`src/rtl/serial_add_pkg.sv`:
```
// Shared definitions for the bit-serial half-adder based adder controller.
//   STATE_W  : width of the controller state register
//   IDLE..DONE : state encodings
//   state_e  : enumerated controller state
//   cnt_w()  : width of the bit counter for a given operand width
package serial_add_pkg;

  localparam int STATE_W = 2;

  localparam logic [STATE_W-1:0] IDLE  = 2'd0;
  localparam logic [STATE_W-1:0] PASS1 = 2'd1;
  localparam logic [STATE_W-1:0] PASS2 = 2'd2;
  localparam logic [STATE_W-1:0] DONE  = 2'd3;

  typedef enum logic [STATE_W-1:0] {
    ST_IDLE  = IDLE,
    ST_PASS1 = PASS1,
    ST_PASS2 = PASS2,
    ST_DONE  = DONE
  } state_e;

  // One extra bit so the counter can hold WIDTH itself after the last increment.
  function automatic int cnt_w(input int width);
    return $clog2(width) + 1;
  endfunction

endpackage

```
`src/rtl/serial_ha_add_ctrl_ha.sv`:
```
// Single-bit half adder cell, the only arithmetic element of the serial adder.
//   A, B  : addend bits
//   Sum   : A xor B
//   Carry : A and B
module HalfAdder (
  input  logic A,
  input  logic B,
  output logic Sum,
  output logic Carry
);

  assign Sum   = A ^ B;
  assign Carry = A & B;

endmodule

```
`src/rtl/serial_ha_add_ctrl.sv`:
```
// Bit-serial WIDTH-bit adder controller. A single half adder is time-shared:
// each operand bit takes two passes (a+b, then partial+carry), LSB first, so a
// result is produced 2*WIDTH cycles after the command is accepted.
//   clk, rst_n               : clock, asynchronous active-low reset
//   start_valid/start_ready  : command handshake, op_a/op_b/cin sampled on accept
//   res_valid/res_ready      : result handshake, res_valid held until consumed
//   sum, cout                : registered result, stable until the next accept
//   busy                     : high whenever the controller is not idle
//
// state | meaning
// ------+---------------------------------------------------------------
// IDLE  | waiting for a command; only state in which start_ready is high
// PASS1 | HA(a[0], b[0]) -> partial sum p, first carry c1
// PASS2 | HA(p, carry) -> result bit; shift operands, update carry, count
// DONE  | result presented on sum/cout with res_valid until res_ready
module serial_ha_add_ctrl
  import serial_add_pkg::*;
#(
  parameter int WIDTH = 8
) (
  input  logic             clk,
  input  logic             rst_n,
  input  logic             start_valid,
  output logic             start_ready,
  input  logic [WIDTH-1:0] op_a,
  input  logic [WIDTH-1:0] op_b,
  input  logic             cin,
  output logic             res_valid,
  input  logic             res_ready,
  output logic [WIDTH-1:0] sum,
  output logic             cout,
  output logic             busy
);

  localparam int               CNT_W    = cnt_w(WIDTH);
  localparam logic [CNT_W-1:0] LAST_BIT = CNT_W'(WIDTH - 1);

  state_e           state_q,   state_d;
  logic [WIDTH-1:0] a_sh_q,    a_sh_d;
  logic [WIDTH-1:0] b_sh_q,    b_sh_d;
  logic [WIDTH-1:0] sum_sh_q,  sum_sh_d;
  logic [WIDTH-1:0] sum_q,     sum_d;
  logic             cout_q,    cout_d;
  logic             carry_q,   carry_d;
  logic             p_q,       p_d;
  logic             c1_q,      c1_d;
  logic [CNT_W-1:0] bit_cnt_q, bit_cnt_d;

  logic ha_a;
  logic ha_b;
  logic ha_sum;
  logic ha_carry;
  logic accept;

  assign start_ready = (state_q == ST_IDLE) && rst_n;
  assign accept      = start_valid && start_ready;
  assign res_valid   = (state_q == ST_DONE);
  assign busy        = (state_q != ST_IDLE);
  assign sum         = sum_q;
  assign cout        = cout_q;

  HalfAdder u_ha (
    .A     (ha_a),
    .B     (ha_b),
    .Sum   (ha_sum),
    .Carry (ha_carry)
  );

  always_comb begin
    state_d   = state_q;
    a_sh_d    = a_sh_q;
    b_sh_d    = b_sh_q;
    sum_sh_d  = sum_sh_q;
    sum_d     = sum_q;
    cout_d    = cout_q;
    carry_d   = carry_q;
    p_d       = p_q;
    c1_d      = c1_q;
    bit_cnt_d = bit_cnt_q;
    // HA inputs held at zero outside the two pass states so the cell never toggles idle.
    ha_a      = 1'b0;
    ha_b      = 1'b0;

    case (state_q)
      ST_IDLE: begin
        if (accept) begin
          state_d   = ST_PASS1;
          a_sh_d    = op_a;
          b_sh_d    = op_b;
          carry_d   = cin;
          sum_sh_d  = '0;
          p_d       = 1'b0;
          c1_d      = 1'b0;
          bit_cnt_d = '0;
        end
      end

      ST_PASS1: begin
        ha_a    = a_sh_q[0];
        ha_b    = b_sh_q[0];
        p_d     = ha_sum;
        c1_d    = ha_carry;
        state_d = ST_PASS2;
      end

      ST_PASS2: begin
        ha_a      = p_q;
        ha_b      = carry_q;
        // Result bits enter at the MSB; after WIDTH shifts bit 0 sits at position 0.
        sum_sh_d  = sum_sh_q >> 1;
        sum_sh_d[WIDTH-1] = ha_sum;
        a_sh_d    = a_sh_q >> 1;
        b_sh_d    = b_sh_q >> 1;
        // c1 and the second-pass carry are mutually exclusive, so OR is the full carry.
        carry_d   = c1_q | ha_carry;
        bit_cnt_d = bit_cnt_q + CNT_W'(1);
        if (bit_cnt_q == LAST_BIT) begin
          state_d = ST_DONE;
          sum_d   = sum_sh_d;
          cout_d  = carry_d;
        end else begin
          state_d = ST_PASS1;
        end
      end

      ST_DONE: begin
        if (res_ready) begin
          state_d = ST_IDLE;
        end
      end

      default: begin
        state_d = ST_IDLE;
      end
    endcase
  end

  always_ff @(posedge clk or negedge rst_n) begin
    if (!rst_n) begin
      state_q   <= ST_IDLE;
      a_sh_q    <= '0;
      b_sh_q    <= '0;
      sum_sh_q  <= '0;
      sum_q     <= '0;
      cout_q    <= 1'b0;
      carry_q   <= 1'b0;
      p_q       <= 1'b0;
      c1_q      <= 1'b0;
      bit_cnt_q <= '0;
    end else begin
      state_q   <= state_d;
      a_sh_q    <= a_sh_d;
      b_sh_q    <= b_sh_d;
      sum_sh_q  <= sum_sh_d;
      sum_q     <= sum_d;
      cout_q    <= cout_d;
      carry_q   <= carry_d;
      p_q       <= p_d;
      c1_q      <= c1_d;
      bit_cnt_q <= bit_cnt_d;
    end
  end

endmodule

```
`config.mk`:
```
export PLATFORM = sky130hd
export DESIGN_NAME = serial_ha_add_ctrl
export DESIGN_NICKNAME = d
export VERILOG_FILES = /design/src/rtl/serial_add_pkg.sv /design/src/rtl/serial_ha_add_ctrl_ha.sv /design/src/rtl/serial_ha_add_ctrl.sv
export SDC_FILE = /design/constraint.sdc
export NUM_CORES = 1
export LEC_CHECK = 0
export ABC_AREA = 1
export ABC_CLOCK_PERIOD_IN_PS = 2600
export CAP_MARGIN = 20
export CORE_ASPECT_RATIO = 0.9
export CORE_MARGIN = 5
export CORE_UTILIZATION = 35
export CTS_CLUSTER_DIAMETER = 150
export CTS_CLUSTER_SIZE = 12
export DETAILED_ROUTE_END_ITERATION = 16
export PLACE_DENSITY_LB_ADDON = 0.05
export SYNTH_ARGS = -nofsm -noshare
export SYNTH_HDL_FRONTEND = slang
export SYNTH_SLANG_ARGS = --single-unit
export TNS_END_PERCENT = 10
```
`constraint.sdc`:
```
create_clock -name clk -period 2.6 [get_ports clk]
set_input_delay 0.52 -clock clk [delete_from_list [all_inputs] [get_ports clk]]
set_output_delay 0.52 -clock clk [all_outputs]
set_load 0.05 [all_outputs]
```
==> flow_metrics.py <==
metrics = {
    "power_and_ir_drop": {
        "clkPwrFrac_pct": 15.8,
        "power_density_mw_per_mm2": 1043,
        "combPwrFrac_pct": 45.9,
        "swShare_pct": 41.71,
        "p_leak_nw": 1.122,
        "sequentialPowerShare_pct": 38.3,
        "peakVddDrop_mv": 0.5861,
        "p_sw_w": 0.001086,
        "design_power_total_w": 0.002603,
        "power.internal_w": 0.001517,
    },
    "place": {
        "hpwl_mm": 2.924,
        "finalWeightedCongestion": 0.7682,
        "port_buffers": 32,
        "placed_cells": 317,
    },
    "layout": {
        "drive_gt1_share_pct": 16.08,
        "register_area_mm2": 0.001026,
        "final_cell_count_no_fill": 325,
        "diodes": 0,
        "nNetsFinal": 283,
        "fillers": 584,
        "syn_to_final_growth_pct": 22.77,
        "layout_common_cells": "nand2_1, dfrtp_1, nor2_1, clkdlybuf4s50_1, o21ai_2",
        "multi_input_area_um2": 852.1,
    },
    "clocking": {
        "cts_root_buffer": "clkbuf_8",
        "insertion_delay_ns": 0.29,
        "clock-sinks": 41,
        "numCtsBuffers": 5,
        "htreeDepth": 2,
        "hold_buffers": 0,
        "clockBufferDepth": 2,
        "clkTransAtPathRegs_ns": 0.08,
        "cts_tree": "built",
    },
    "sta": {
        "fin_hold_ws_ns": 0.06621,
        "rsz0062_at_grt": "false",
        "setup_viol": 0,
        "hold_viol": 0,
        "tightestPinTransition_ns": 0.5029,
        "post-route-min-period_ns": 2.264,
        "max-slew-margin-rel_pct": 66.37,
        "clock_skew_ns": 0.004195,
        "drv_slew": 0,
        "fin_crit_sh_pct": 87.09,
        "max_freq_mhz": 441.6,
        "finalSetupTns_ns": 0,
    },
    "critical_path": {
        "setup.worst_path.end_class": "output port",
        "critical_path.max_fanout": 6,
        "critPathLaunchType": "flip-flop",
        "path_class": "flip-flop to output port",
        "critPathRequiredTime_ns": 2.08,
        "cp.arrival_ns": 1.74,
    },
    "routing": {
        "via_per_inst": 4.662,
        "drt-initial-drc-count": 40,
        "wl_mm": 4.079,
        "drt.antenna.violating_nets": 0,
        "post_drt_wl_per_cell_um": 12.55,
        "vias": 1515,
        "drc": 0,
        "drt_pass1_iterations": 4,
    },
    "grt": {
        "grt_pass1_vias": 1586,
        "antenna_found_initial": 0,
        "grt_max_degree": 39,
        "grt_usage_pct": 12.06,
        "grt.overflow.total": 0,
        "grt_pass1_wl_mm": 7.286,
    },
    "floorplan": {
        "die_h_um": 82.31,
        "dieArea_mm2": 0.007435,
        "die_w_um": 90.34,
        "coreArea_mm2": 0.005660,
        "pin_count": 33,
        "rows": 26,
        "start_util_pct": 35.92,
    },
    "synth": {
        "synth_cells": 220,
        "syn-num-nets": 249,
        "avgSynthCellArea_um2": 9.242,
        "ys_seq_elements": 41,
        "seq_area_frac_synth_pct": 50.46,
        "synth_top_area_share_pct": 50.46,
        "synth_cell_types": 22,
        "synth.area.top_cells": "dfrtp_1, o21ai_2, nand2_1",
        "ys_warn_count": 0,
        "syn_area_mm2": 0.002033,
        "yosysTopAreaCell": "dfrtp_1",
    },
    "run": {
        "max_cap_violations": 0,
    },
    "run_status": {
        "status": "finished clean",
    },
    "hold_path": {
        "hold_class": "input pin to async pin",
    },
}
## final timing paths
check | from | cells after the start | end | slack, ns
min in group clk | sum[7]$_DFFE_PN0P_ | 2 | sum[7]$_DFFE_PN0P_ | 0.48
min | rst_n | 1 | state_q[0]$_DFFE_PN0P_ | 0.07
max reg2reg | state_q[0]$_DFFE_PN0P_ | 9 | carry_q$_DFFE_PN0P_ | 0.66
max in group asynchronous | rst_n | 2 | cout$_DFFE_PN0P_ | 1.81
min reg2reg | sum[7]$_DFFE_PN0P_ | 2 | sum[7]$_DFFE_PN0P_ | 0.48
max | state_q[0]$_DFFE_PN0P_ | 2 | res_valid | 0.34
## critical path, stage by stage, from the launching register on
cell and delay, ns:
dfrtp_1 0.44, ha_1 0.20, clkdlybuf4s50_1 0.81
## routing by layer
layer | vias up | wire length, um | track usage [%]
li1 | 787 | - | -
met1 | 702 | 2169 | 16.31
met2 | 21 | 1715 | 19.23
met3 | 5 | 158 | 3.170
met4 | 0 | 35 | 3.571
met5 | - | 0 | 0
## power by group through the flow
| stage | Combinational (W) | Sequential, W | Clock [W] |
|---|---|---|---|
| after floorplan | 0.000869 | 0.00106 | 0 |
| after global placement | 0.00121 | 0.00101 | 0 |
| after detailed placement | 0.00121 | 0.00101 | 0 |
| after CTS | 0.00122 | 0.00100 | 0.000435 |
| after global routing | 0.00135 | 0.00103 | 0.000456 |
| final | 0.00120 | 0.000996 | 0.000411 |
## synthesized netlist by cell type
master / instances
a21oi_1: 5
buf_2: 2
buf_4: 2
buf_6: 5
dfrtp_1: 41
ha_1: 8
inv_1: 16
inv_2: 2
inv_4: 1
nand2_1: 41
nand2_2: 3
nand2_4: 1
nand3_1: 12
nand3_2: 1
nor2_1: 31
nor2_2: 1
o211ai_1: 1
o21a_1: 13
o21ai_0: 6
o21ai_1: 4
o21ai_2: 18
o22ai_1: 6
## registers in the layout (all words and copies together) (netlist names)
register,cells
sum,8
p_q,1
c1_q,1
cout,1
bit_cnt_q,4
state_q,2
a_sh_q,8
b_sh_q,8
sum_sh_q,7
carry_q,1
## through the flow
step	util [%]	setup slack, ns	instance area, um2
finish	44.10	0.3357	2496
global route	44.10	0.2301	2496
CTS	44.05	0.02693	2494
detailed placement	42.53	0.3582	2407
global placement	42.53	0.3989	2407
floorplan	-	0.8329	2033
## layout make-up
type | instances | area share, %
inverters | 19 | 2.957
multi-input cells | 151 | 34.14
well taps | 70 | 3.509
clock buffers | 5 | 2.757
clock inverters | 3 | 0.7018
flip-flops and latches | 41 | 41.10
repair buffers | 36 | 14.84
## logic make-up after synthesis
family | count (synthesis) | synth area share (%)
flip-flops | 41 | 50.46
adder cells (fa/ha/maj) | 8 | 4.923
buffers and inverters | 28 | 7.631
AND/OR/NAND/NOR | 90 | 18.52
AO/OA/AOI/OAI | 53 | 18.46
## repair_timing
item,CTS,global route
resized for setup,0,1
endpoints found under the setup margin,0,1
buffers inserted,0,0
(Power assumes the default switching activity.)
